`config.mk`:
```
export PLATFORM = sky130hd
export DESIGN_NAME = sal_dfi_wr_phy_flat
export DESIGN_NICKNAME = d
export VERILOG_FILES = /design/src/rtl/sal_ddr_params_pkg.sv /design/src/rtl/DFI_WR_IF.sv /design/src/rtl/sal_wr_phy_stage.sv /design/src/rtl/sal_dfi_wr_phy.sv /design/src/flat_wrapper.sv
export SDC_FILE = /design/constraint.sdc
export NUM_CORES = 1
export LEC_CHECK = 0
export CAP_MARGIN = 40
export CORE_ASPECT_RATIO = 0.6
export CORE_UTILIZATION = 41
export DETAILED_ROUTE_END_ITERATION = 8
export PLACE_DENSITY = 0.82
export SYNTH_ARGS = -nofsm -noshare
export SYNTH_HDL_FRONTEND = slang
export SYNTH_SLANG_ARGS = --single-unit
```
`constraint.sdc`:
```
create_clock -name clk -period 1.62 [get_ports clk]
set_input_delay 0.324 -clock clk [delete_from_list [all_inputs] [get_ports clk]]
set_output_delay 0.324 -clock clk [all_outputs]
set_load 0.005 [all_outputs]
```
`src/rtl/sal_ddr_params_pkg.sv`:
```
// Shared DDR write-PHY parameters and the pin-state encoding.
package sal_ddr_params_pkg;

    localparam int unsigned DFLT_DQ_WIDTH = 64;
    localparam int unsigned DFLT_DM_WIDTH = DFLT_DQ_WIDTH / 8;
    localparam int unsigned BEAT_CNT_W    = 16;

    // What the DQ/DQS pins show in the current cycle.
    typedef enum logic [1:0] {
        IDLE = 2'd0,
        PRE  = 2'd1,
        DATA = 2'd2,
        POST = 2'd3
    } wr_phy_state_t;

endpackage

```
`src/rtl/DFI_WR_IF.sv`:
```
// DFI write-data channel: controller drives SRC, PHY consumes DST.
interface DFI_WR_IF #(
    parameter int unsigned DQ_WIDTH = 64,
    parameter int unsigned DM_WIDTH = DQ_WIDTH / 8
) ();

    logic                    wrdata_en;
    logic [2*DQ_WIDTH-1:0]   wrdata;
    logic [2*DM_WIDTH-1:0]   wrdata_mask;

    modport SRC (output wrdata_en, output wrdata, output wrdata_mask);
    modport DST (input  wrdata_en, input  wrdata, input  wrdata_mask);

endinterface

```
`src/rtl/sal_wr_phy_stage.sv`:
```
// Two-deep data/mask pipeline; the second stage doubles as the pin register.
module sal_wr_phy_stage #(
    parameter int unsigned DW = 128,
    parameter int unsigned MW = 16
) (
    input  logic          clk,
    input  logic          rst_n,
    input  logic          in_v,
    input  logic [DW-1:0] in_d,
    input  logic [MW-1:0] in_m,
    input  logic          drive,
    output logic          s1_v,
    output logic [DW-1:0] s2_d,
    output logic [MW-1:0] s2_m
);

    logic [DW-1:0] s1_d;
    logic [MW-1:0] s1_m;

    // First stage captures the DFI word unconditionally every cycle.
    always_ff @(posedge clk) begin
        if (!rst_n) begin
            s1_v <= 1'b0;
            s1_d <= '0;
            s1_m <= '0;
        end else begin
            s1_v <= in_v;
            s1_d <= in_d;
            s1_m <= in_m;
        end
    end

    // Second stage loads valid words and is zeroed whenever the pins leave DATA.
    always_ff @(posedge clk) begin
        if (!rst_n) begin
            s2_d <= '0;
            s2_m <= '0;
        end else if (!drive) begin
            s2_d <= '0;
            s2_m <= '0;
        end else if (s1_v) begin
            s2_d <= s1_d;
            s2_m <= s1_m;
        end
    end

endmodule

```
`src/rtl/sal_dfi_wr_phy.sv`:
```
// DDR2 write-side PHY datapath: DFI write data to ODDR/tristate pad values,
// with DQS preamble/postamble generation, burst merging and beat statistics.
module sal_dfi_wr_phy
    import sal_ddr_params_pkg::*;
#(
    parameter int unsigned DQ_WIDTH = DFLT_DQ_WIDTH,
    parameter int unsigned DM_WIDTH = DQ_WIDTH / 8
) (
    input  logic                  clk,
    input  logic                  rst_n,
    DFI_WR_IF.DST                 dfi_wr_if,
    output logic [DQ_WIDTH-1:0]   dq_rise_o,
    output logic [DQ_WIDTH-1:0]   dq_fall_o,
    output logic [DM_WIDTH-1:0]   dm_rise_o,
    output logic [DM_WIDTH-1:0]   dm_fall_o,
    output logic                  dq_oe_o,
    output logic                  dqs_rise_o,
    output logic                  dqs_fall_o,
    output logic                  dqs_oe_o,
    output logic                  wr_busy_o,
    output logic                  burst_err_o,
    output logic [BEAT_CNT_W-1:0] wr_beats_o
);

    localparam int unsigned DW = 2 * DQ_WIDTH;
    localparam int unsigned MW = 2 * DM_WIDTH;

    wr_phy_state_t state;
    wr_phy_state_t state_nx;

    logic          s1_v;
    logic [DW-1:0] s2_d;
    logic [MW-1:0] s2_m;
    logic          run_odd;
    logic          drive_c;
    logic          err_set_c;

    assign drive_c = (state_nx == DATA);

    sal_wr_phy_stage #(
        .DW (DW),
        .MW (MW)
    ) u_stage (
        .clk   (clk),
        .rst_n (rst_n),
        .in_v  (dfi_wr_if.wrdata_en),
        .in_d  (dfi_wr_if.wrdata),
        .in_m  (dfi_wr_if.wrdata_mask),
        .drive (drive_c),
        .s1_v  (s1_v),
        .s2_d  (s2_d),
        .s2_m  (s2_m)
    );

    // Next pin state; POST can re-enter DATA directly and so acts as a preamble.
    always_comb begin
        state_nx  = state;
        err_set_c = 1'b0;
        unique case (state)
            IDLE: begin
                if (dfi_wr_if.wrdata_en) begin
                    state_nx = PRE;
                end else if (s1_v) begin
                    state_nx  = DATA;
                    err_set_c = 1'b1;
                end
            end
            PRE: begin
                state_nx = DATA;
            end
            DATA: begin
                if (!s1_v) begin
                    state_nx = POST;
                end
            end
            POST: begin
                if (s1_v) begin
                    state_nx = DATA;
                end else if (dfi_wr_if.wrdata_en) begin
                    state_nx = PRE;
                end else begin
                    state_nx = IDLE;
                end
            end
            default: begin
                state_nx = IDLE;
            end
        endcase
        // The run that just closed must have been a whole number of BL4 bursts.
        if ((state == POST) && run_odd) begin
            err_set_c = 1'b1;
        end
    end

    // State, DQS/OE pin registers, run parity and statistics.
    always_ff @(posedge clk) begin
        if (!rst_n) begin
            state       <= IDLE;
            dqs_oe_o    <= 1'b0;
            dq_oe_o     <= 1'b0;
            dqs_rise_o  <= 1'b0;
            run_odd     <= 1'b0;
            burst_err_o <= 1'b0;
            wr_beats_o  <= '0;
        end else begin
            state      <= state_nx;
            dqs_oe_o   <= (state_nx != IDLE);
            dq_oe_o    <= drive_c;
            dqs_rise_o <= drive_c;
            if ((state != DATA) && drive_c) begin
                run_odd <= 1'b0;
            end else if (state == DATA) begin
                run_odd <= ~run_odd;
            end
            if (err_set_c) begin
                burst_err_o <= 1'b1;
            end
            if (drive_c) begin
                wr_beats_o <= wr_beats_o + BEAT_CNT_W'(1);
            end
        end
    end

    // DQS is high on the rising half and low on the falling half of every beat.
    assign dqs_fall_o = 1'b0;

    // Lane split: low half of the DFI word goes out on the rising edge.
    assign dq_rise_o = s2_d[DQ_WIDTH-1:0];
    assign dq_fall_o = s2_d[DW-1:DQ_WIDTH];
    assign dm_rise_o = s2_m[DM_WIDTH-1:0];
    assign dm_fall_o = s2_m[MW-1:DM_WIDTH];

    // Turnaround status: anything accepted, in flight or still on the pins.
    assign wr_busy_o = dfi_wr_if.wrdata_en | s1_v | (state != IDLE);

endmodule

```
`src/flat_wrapper.sv`:
```
// flat-port wrapper written by rule: the top's interface ports become plain ports
module sal_dfi_wr_phy_flat import sal_ddr_params_pkg::*;
#(
    parameter int unsigned DQ_WIDTH = DFLT_DQ_WIDTH,
    parameter int unsigned DM_WIDTH = DQ_WIDTH / 8
)
  (clk, rst_n, dq_rise_o, dq_fall_o, dm_rise_o, dm_fall_o, dq_oe_o, dqs_rise_o, dqs_fall_o, dqs_oe_o, wr_busy_o, burst_err_o, wr_beats_o, dfi_wr_if_wrdata_en, dfi_wr_if_wrdata, dfi_wr_if_wrdata_mask);
  DFI_WR_IF #(.DQ_WIDTH(DQ_WIDTH), .DM_WIDTH(DM_WIDTH)) dfi_wr_if_i ();
  input  logic clk;
  input  logic rst_n;
  output logic [DQ_WIDTH-1:0] dq_rise_o;
  output logic [DQ_WIDTH-1:0] dq_fall_o;
  output logic [DM_WIDTH-1:0] dm_rise_o;
  output logic [DM_WIDTH-1:0] dm_fall_o;
  output logic dq_oe_o;
  output logic dqs_rise_o;
  output logic dqs_fall_o;
  output logic dqs_oe_o;
  output logic wr_busy_o;
  output logic burst_err_o;
  output logic [BEAT_CNT_W-1:0] wr_beats_o;
  input wire logic [$bits(dfi_wr_if_i.wrdata_en)-1:0] dfi_wr_if_wrdata_en;
  input wire logic [$bits(dfi_wr_if_i.wrdata)-1:0] dfi_wr_if_wrdata;
  input wire logic [$bits(dfi_wr_if_i.wrdata_mask)-1:0] dfi_wr_if_wrdata_mask;
  assign dfi_wr_if_i.wrdata_en = dfi_wr_if_wrdata_en;
  assign dfi_wr_if_i.wrdata = dfi_wr_if_wrdata;
  assign dfi_wr_if_i.wrdata_mask = dfi_wr_if_wrdata_mask;
  sal_dfi_wr_phy #(.DQ_WIDTH(DQ_WIDTH), .DM_WIDTH(DM_WIDTH)) u_core (.clk(clk), .rst_n(rst_n), .dfi_wr_if(dfi_wr_if_i), .dq_rise_o(dq_rise_o), .dq_fall_o(dq_fall_o), .dm_rise_o(dm_rise_o), .dm_fall_o(dm_fall_o), .dq_oe_o(dq_oe_o), .dqs_rise_o(dqs_rise_o), .dqs_fall_o(dqs_fall_o), .dqs_oe_o(dqs_oe_o), .wr_busy_o(wr_busy_o), .burst_err_o(burst_err_o), .wr_beats_o(wr_beats_o));
endmodule
```
* Word-level counts from Yosys, hierarchy flattened *
Index checks and enable logic that the tools add are counted.

word-level totals
  register bits = 311
  logic and storage cells = 38
  input port bits = 147

operators by class
  equal/unequal tests = 5
  bitwise logic cells = 4
  add/sub/neg operators = 1
  multiplexer cells = 10
  reductions and logical operators = 7

operators with widths
  cell                     count
  $add A16 B1 Y16 const B  1
  $mux W2                  4
  $pmux W2 S4              1
  $eq A2 B2 Y1 const B     3
  $mux W1                  5
  $reduce_bool A2 Y1       2
  $eq A2 B1 Y1 const B     1
  $logic_and A1 B1 Y1      2
  $logic_not A2 Y1         1
  $ne A2 B2 Y1 const B     1
  $not A1 Y1               2
  $or A1 B1 Y1             2
  $reduce_and A2 Y1        1
  $reduce_or A2 Y1         1

* Longest topological paths before layout *
  depth in word-level cells = 6
  mapped depth = 7

* Modules after synthesis *
From an unflattened synthesis, not the netlist that was laid out.

second synthesis, totals
  cell total of the unflattened synthesis = 888
  area, all modules = 9984.6 um^2

modules (own cells, without submodules)
  module            cells an instance  instances  sequential area each (um^2)  area each (um^2)
  sal_wr_phy_stage  770                1          5785.5                       8961.1
  sal_dfi_wr_phy    118                1          440.4                        1023.5

* Least setup slack after synthesis *
Ideal clock, no wire load.

  path type = register -> register
  start = register u_core.wr_beats_o[0]
  end = register u_core.wr_beats_o[11]
  period minus slack after synthesis = 1608 ps
  library setup time = 71 ps
  buffers on the path = 1
  arrival = 1537 ps
  setup slack = 12 ps
  cell stages (with the launch flop) = 6
  path through = dfxtp_1 nand3_1 or3_1 buf_2 or4_1 a21oi_1

on the way
  cells in the longest elaborated chain, start to end = 1

ends and longest elaborated chain
  item                    RTL line               source
  from (decl)             sal_dfi_wr_phy.sv:22   output logic [BEAT_CNT_W-1:0] wr_beats_o
  from (signal assigned)  sal_dfi_wr_phy.sv:119  wr_beats_o <= wr_beats_o + BEAT_CNT_W'(1);
  $add A16 B1 Y16         sal_dfi_wr_phy.sv:119

No other way between the ends.
A chain may end at the register's enable or synchronous reset.

* Final worst setup path *
  start = register u_core.wr_beats_o[1]
  end = register u_core.wr_beats_o[8]

Same word-level chain as after synthesis.

==> impl_results.html <==
<table>
<tr><th>Metric</th><th>Value</th></tr>
<tr><th colspan="2">Final layout</th></tr>
<tr><td>Area delta synth-&gt;final</td><td>45.3%</td></tr>
<tr><td>Highest-count cells in the layout ignoring fill and taps</td><td>287 x dfxtp_1, 156 x dlygate4sd2_1, 148 x nor2_1</td></tr>
<tr><td>Number of nets in the finished design</td><td>1,368</td></tr>
<tr><td>Commonest non-fill, non-tap cell in the layout</td><td>dfxtp_1</td></tr>
<tr><td>Final instance count without filler cells</td><td>1,549</td></tr>
<tr><td>Total of fill cells in the finished design</td><td>1,924</td></tr>
<tr><td>Post-route cell area</td><td>14,400 um2</td></tr>
<tr><td>Antenna cells</td><td>0</td></tr>
<tr><td>Share of layout cells above drive strength 1</td><td>10.4%</td></tr>
<tr><td>Utilization after layout</td><td>61.4%</td></tr>
<tr><th colspan="2">Die</th></tr>
<tr><td>Number of I/O pins</td><td>313</td></tr>
<tr><td>Floorplan die area</td><td>24,800 um2</td></tr>
<tr><td>Rows</td><td>43</td></tr>
<tr><td>Die Y</td><td>122 um</td></tr>
<tr><td>Die X-Extent</td><td>203 um</td></tr>
<tr><td>Initial Util</td><td>42.3%</td></tr>
<tr><td>Core area</td><td>23,400 um2</td></tr>
<tr><th colspan="2">Place</th></tr>
<tr><td>Final HPWL DP</td><td>16.7 mm</td></tr>
<tr><td>Placement Setup Slack</td><td>-0.363 ns</td></tr>
<tr><td>Routability congestion estimate</td><td>0.781</td></tr>
<tr><td>Port Buffers</td><td>311</td></tr>
<tr><td>Instance count after placement with tap cells included</td><td>1,505</td></tr>
<tr><td>Placed Area</td><td>13,600 um2</td></tr>
<tr><th colspan="2">Route</th></tr>
<tr><td>Total via count in the routed design</td><td>7,089</td></tr>
<tr><td>Number of DRC markers in iteration 0</td><td>290</td></tr>
<tr><td>Via-to-Cell Ratio</td><td>4.58</td></tr>
<tr><td>Number of iterations in the first detailed-routing pass</td><td>4</td></tr>
<tr><td>Detailed-route wire length</td><td>24.5 mm</td></tr>
<tr><td>Antenna viol nets, final</td><td>0</td></tr>
<tr><td># DRC</td><td>0</td></tr>
<tr><td>DR WL/cell</td><td>15.8 um</td></tr>
<tr><th colspan="2">STA</th></tr>
<tr><td>Slew Limit Headroom</td><td>61.6%</td></tr>
<tr><td>Clock Skews</td><td>0.0200 ns</td></tr>
<tr><td>Maximum achievable frequency</td><td>610 MHz</td></tr>
<tr><td>Pin slew with the least headroom to its limit</td><td>0.577 ns</td></tr>
<tr><td>Final setup violation count</td><td>1</td></tr>
<tr><td>Final clock period utilization by the worst path</td><td>101%</td></tr>
<tr><td>Final hold viol count</td><td>0</td></tr>
<tr><td>Worst hold slack</td><td>0.184 ns</td></tr>
<tr><td>Fin Setup TNS</td><td>-0.0196 ns</td></tr>
<tr><td>Setup repair after global routing missed its margin</td><td>true</td></tr>
<tr><td>Crit path setup slack, layout</td><td>-0.0196 ns</td></tr>
<tr><td>Final min period</td><td>1.64 ns</td></tr>
<tr><td>Number of max-slew violations in the final report</td><td>0</td></tr>
<tr><th colspan="2">GRT</th></tr>
<tr><td>Global-route wire length before repair</td><td>37.8 mm</td></tr>
<tr><td>Vias in the first global route</td><td>7,166</td></tr>
<tr><td>Total global routing overflow</td><td>0</td></tr>
<tr><td>Overall track demand over capacity in global routing</td><td>19.2%</td></tr>
<tr><td>Antenna violations before repair</td><td>0</td></tr>
<tr><td>Pin count of the biggest net entering global routing</td><td>98</td></tr>
<tr><th colspan="2">CTS</th></tr>
<tr><td>Total CTS buffers</td><td>27</td></tr>
<tr><td>Latest clock arrival within the worst-skew pair</td><td>0.53 ns</td></tr>
<tr><td>Clock edge transition at the registers on the reported setup and hold paths</td><td>0.07 ns</td></tr>
<tr><td>Clk sinks</td><td>311</td></tr>
<tr><td>CTS root buffer</td><td>clkbuf_16</td></tr>
<tr><td>CTS tree</td><td>yes</td></tr>
<tr><td>Number of buffers added to fix hold violations after cts</td><td>0</td></tr>
<tr><td>CTS H-Tree Depth</td><td>1</td></tr>
<tr><td>Max Root-Sink Buffers</td><td>3</td></tr>
<tr><th colspan="2">Logic synthesis</th></tr>
<tr><td>Synthesis-stage register bit count</td><td>311</td></tr>
<tr><td>Synth warn</td><td>0</td></tr>
<tr><td>Fraction of post-synthesis cell area in the top cell type by area</td><td>62.9%</td></tr>
<tr><td>Area fraction in compound gates after synthesis</td><td>1.71%</td></tr>
<tr><td>Largest cells by area after synthesis</td><td>dfxtp_1 63%, mux2i_1 15%, and2_1 9.2%</td></tr>
<tr><td>Combinational family with the most area after synthesis</td><td>simple AND/OR/NAND/NOR gates</td></tr>
<tr><td>Sequential cell area fraction in the yosys report</td><td>62.9%</td></tr>
<tr><td>Cell count after synthesis</td><td>889</td></tr>
<tr><td>Cell variety after synth</td><td>30</td></tr>
<tr><td>Post-synthesis cell area</td><td>9900 um2</td></tr>
<tr><td>Nets in the synthesized netlist</td><td>1,037</td></tr>
<tr><td>Per-instance average area after synthesis</td><td>11.1 um2</td></tr>
<tr><td>Share of synthesized cell area in full adder, half adder and majority cells</td><td>0.126%</td></tr>
<tr><td>Share of cell area taken by muxes after synthesis</td><td>14.9%</td></tr>
<tr><td>Share of the synthesized netlist area taken by xor and xnor gates</td><td>0.0885%</td></tr>
<tr><td>Simple logic cell fraction of the synthesized area</td><td>17.6%</td></tr>
<tr><td>Dominant cell type by area after synthesis</td><td>dfxtp_1</td></tr>
<tr><th colspan="2">Worst hold path</th></tr>
<tr><td>Path class of the lowest-slack min-delay path</td><td>input pin to flip-flop</td></tr>
<tr><td>Startpoint of the lowest-slack hold path</td><td>rst_n</td></tr>
<tr><td>Worst hold path cell count</td><td>3</td></tr>
<tr><td>Capture endpoint of the worst hold path</td><td>u_core.wr_beats_o[15]$_SDFFE_PN0N_</td></tr>
<tr><th colspan="2">Status</th></tr>
<tr><td>Violated checks</td><td>negative setup slack</td></tr>
<tr><td>Status</td><td>complete, but fails checks</td></tr>
<tr><th colspan="2">Critical path</th></tr>
<tr><td>Signal arrival time at the worst endpoint</td><td>2.10 ns</td></tr>
<tr><td>Type of destination of the critical path</td><td>flip-flop</td></tr>
<tr><td>Capture point of the worst reg-to-reg path</td><td>u_core.wr_beats_o[8]$_SDFFE_PN0N_</td></tr>
<tr><td>Worst Path Buf+Inv</td><td>0</td></tr>
<tr><td>Setup slack of the most critical reg-to-reg path</td><td>-0.02 ns</td></tr>
<tr><td>Critical Path Start Type</td><td>flip-flop</td></tr>
<tr><td>CP Max Fanout</td><td>5</td></tr>
<tr><td>Reg2Reg Launch Point</td><td>u_core.wr_beats_o[1]$_SDFFE_PN0N_</td></tr>
<tr><td>Critical path data required time</td><td>2.08 ns</td></tr>
<tr><td>Cell class contributing the biggest share of worst-path delay</td><td>simple AND/OR/NAND/NOR gates</td></tr>
<tr><td>Worst-case reg-to-reg path depth</td><td>5</td></tr>
<tr><td>Kind of critical path</td><td>flip-flop to flip-flop</td></tr>
<tr><td>Cells along the critical path</td><td>ha_4, and2_4, nand4_1, or4_4, a21oi_2</td></tr>
<tr><td>Delay of the slowest critical-path stage</td><td>0.60 ns</td></tr>
<tr><td>Slowest stage cell on the critical path</td><td>or4_4</td></tr>
<tr><th colspan="2">Power and ir drop</th></tr>
<tr><td>Leakage Power</td><td>6.23 nW</td></tr>
<tr><td>PnR Total Power</td><td>15.5 mW</td></tr>
<tr><td>Power per cell area</td><td>1080 nW/um2</td></tr>
<tr><td>Largest voltage drop on the vdd net</td><td>940 uV</td></tr>
<tr><th colspan="2">Flow run</th></tr>
<tr><td>Max Cap Violations</td><td>0</td></tr>
</table>
## repair_timing
action                                  4_1_cts  5_1_grt
gates resized for setup                     198       20
endpoints found under the setup margin      170       15
buffers inserted                              1        0
pin swaps                                     0        7
## registers in the layout, summed over array words and instances (netlist names)
register and count:
u_core.u_stage.s1_d 128, u_core.u_stage.s1_m 16, u_core.dqs_oe_o 1, u_core.dq_oe_o 1
u_core.burst_err_o 1, u_core.wr_beats_o 16, u_core.run_odd 1, u_core.u_stage.s2_m 16
u_core.state 2, u_core.u_stage.s1_v 1, u_core.u_stage.s2_d 128
## Yosys cell counts (all sizes together)
| cell | n |
|---|---|
| nor2 | 149 |
| clkinv | 1 |
| nand2b | 6 |
| ha | 1 |
| nand3 | 4 |
| or2 | 2 |
| or4 | 8 |
| o21ai | 4 |
| and2 | 146 |
| o31ai | 8 |
| nor4b | 2 |
| mux2i | 147 |
| nand2 | 9 |
| conb | 1 |
| and4 | 2 |
| nand3b | 1 |
| dfxtp | 311 |
| clkbuf | 29 |
| a311oi | 1 |
| nand4 | 2 |
| inv | 4 |
| nor3b | 1 |
| xor2 | 1 |
| buf | 27 |
| a21oi | 16 |
| or3 | 5 |
| nor2b | 1 |
## worst max path at each step
stage / start / endpoint / slack (ns) / cells past startpoint
floorplan: u_core.wr_beats_o[0]$_SDFFE_PN0N_ / u_core.wr_beats_o[11]$_SDFFE_PN0N_ / 0.01 / 5
global placement: dfi_wr_if_wrdata_en / u_core.wr_beats_o[9]$_SDFFE_PN0N_ / -0.28 / 6
detailed placement: dfi_wr_if_wrdata_en / u_core.wr_beats_o[8]$_SDFFE_PN0N_ / -0.36 / 6
CTS: u_core.state[0]$_SDFF_PN0_ / wr_busy_o / -0.07 / 4
global route: u_core.wr_beats_o[1]$_SDFFE_PN0N_ / u_core.wr_beats_o[8]$_SDFFE_PN0N_ / -0.11 / 6
finish: u_core.wr_beats_o[1]$_SDFFE_PN0N_ / u_core.wr_beats_o[8]$_SDFFE_PN0N_ / -0.02 / 5
## layer usage
metal	wire length, um	track usage, %	vias up
li1	-	-	3542
met1	11100	25.6	3290
met2	11000	30.4	228
met3	2010	6.37	29
met4	368	3.76	0
met5	0	0	-
## worst reg2reg max path, cell delays in order (launching register included)
cell     delay, ns
dfxtp_4       0.38
ha_4          0.14
and2_4        0.14
nand4_1       0.17
or4_4         0.60
a21oi_2       0.14
## where the power goes
part | switching (mW) | internal [mW] | total (mW)
registers | 0.0970 | 7.90 | 8.00
clock network | 2.66 | 3.57 | 6.23
logic | 0.511 | 0.755 | 1.27
## cell families (layout without fill, tap and decap cells)
logic type / Yosys count / after routing
other: 1 / 1
muxes: 147 / 147
DFF: 311 / 311
AOI/OAI and AO/OA: 29 / 29
and+or+nand+nor: 338 / 338
adders and majority gates: 1 / 1
buffers and inverters: 61 / 406
xor gates and xnor gates: 1 / 1
## final cells by class
class	count	area, um2	share of cell area (%)
multi-input combinational	517	3470	24.1
sequential	311	6270	43.6
tap	315	394	2.74
clock inverter	7	85.1	0.592
inverter	5	18.8	0.131
timing repair buffer	358	3380	23.5
clock buffer	36	759	5.28
Note: power is estimated with default switching activity, not from simulation.
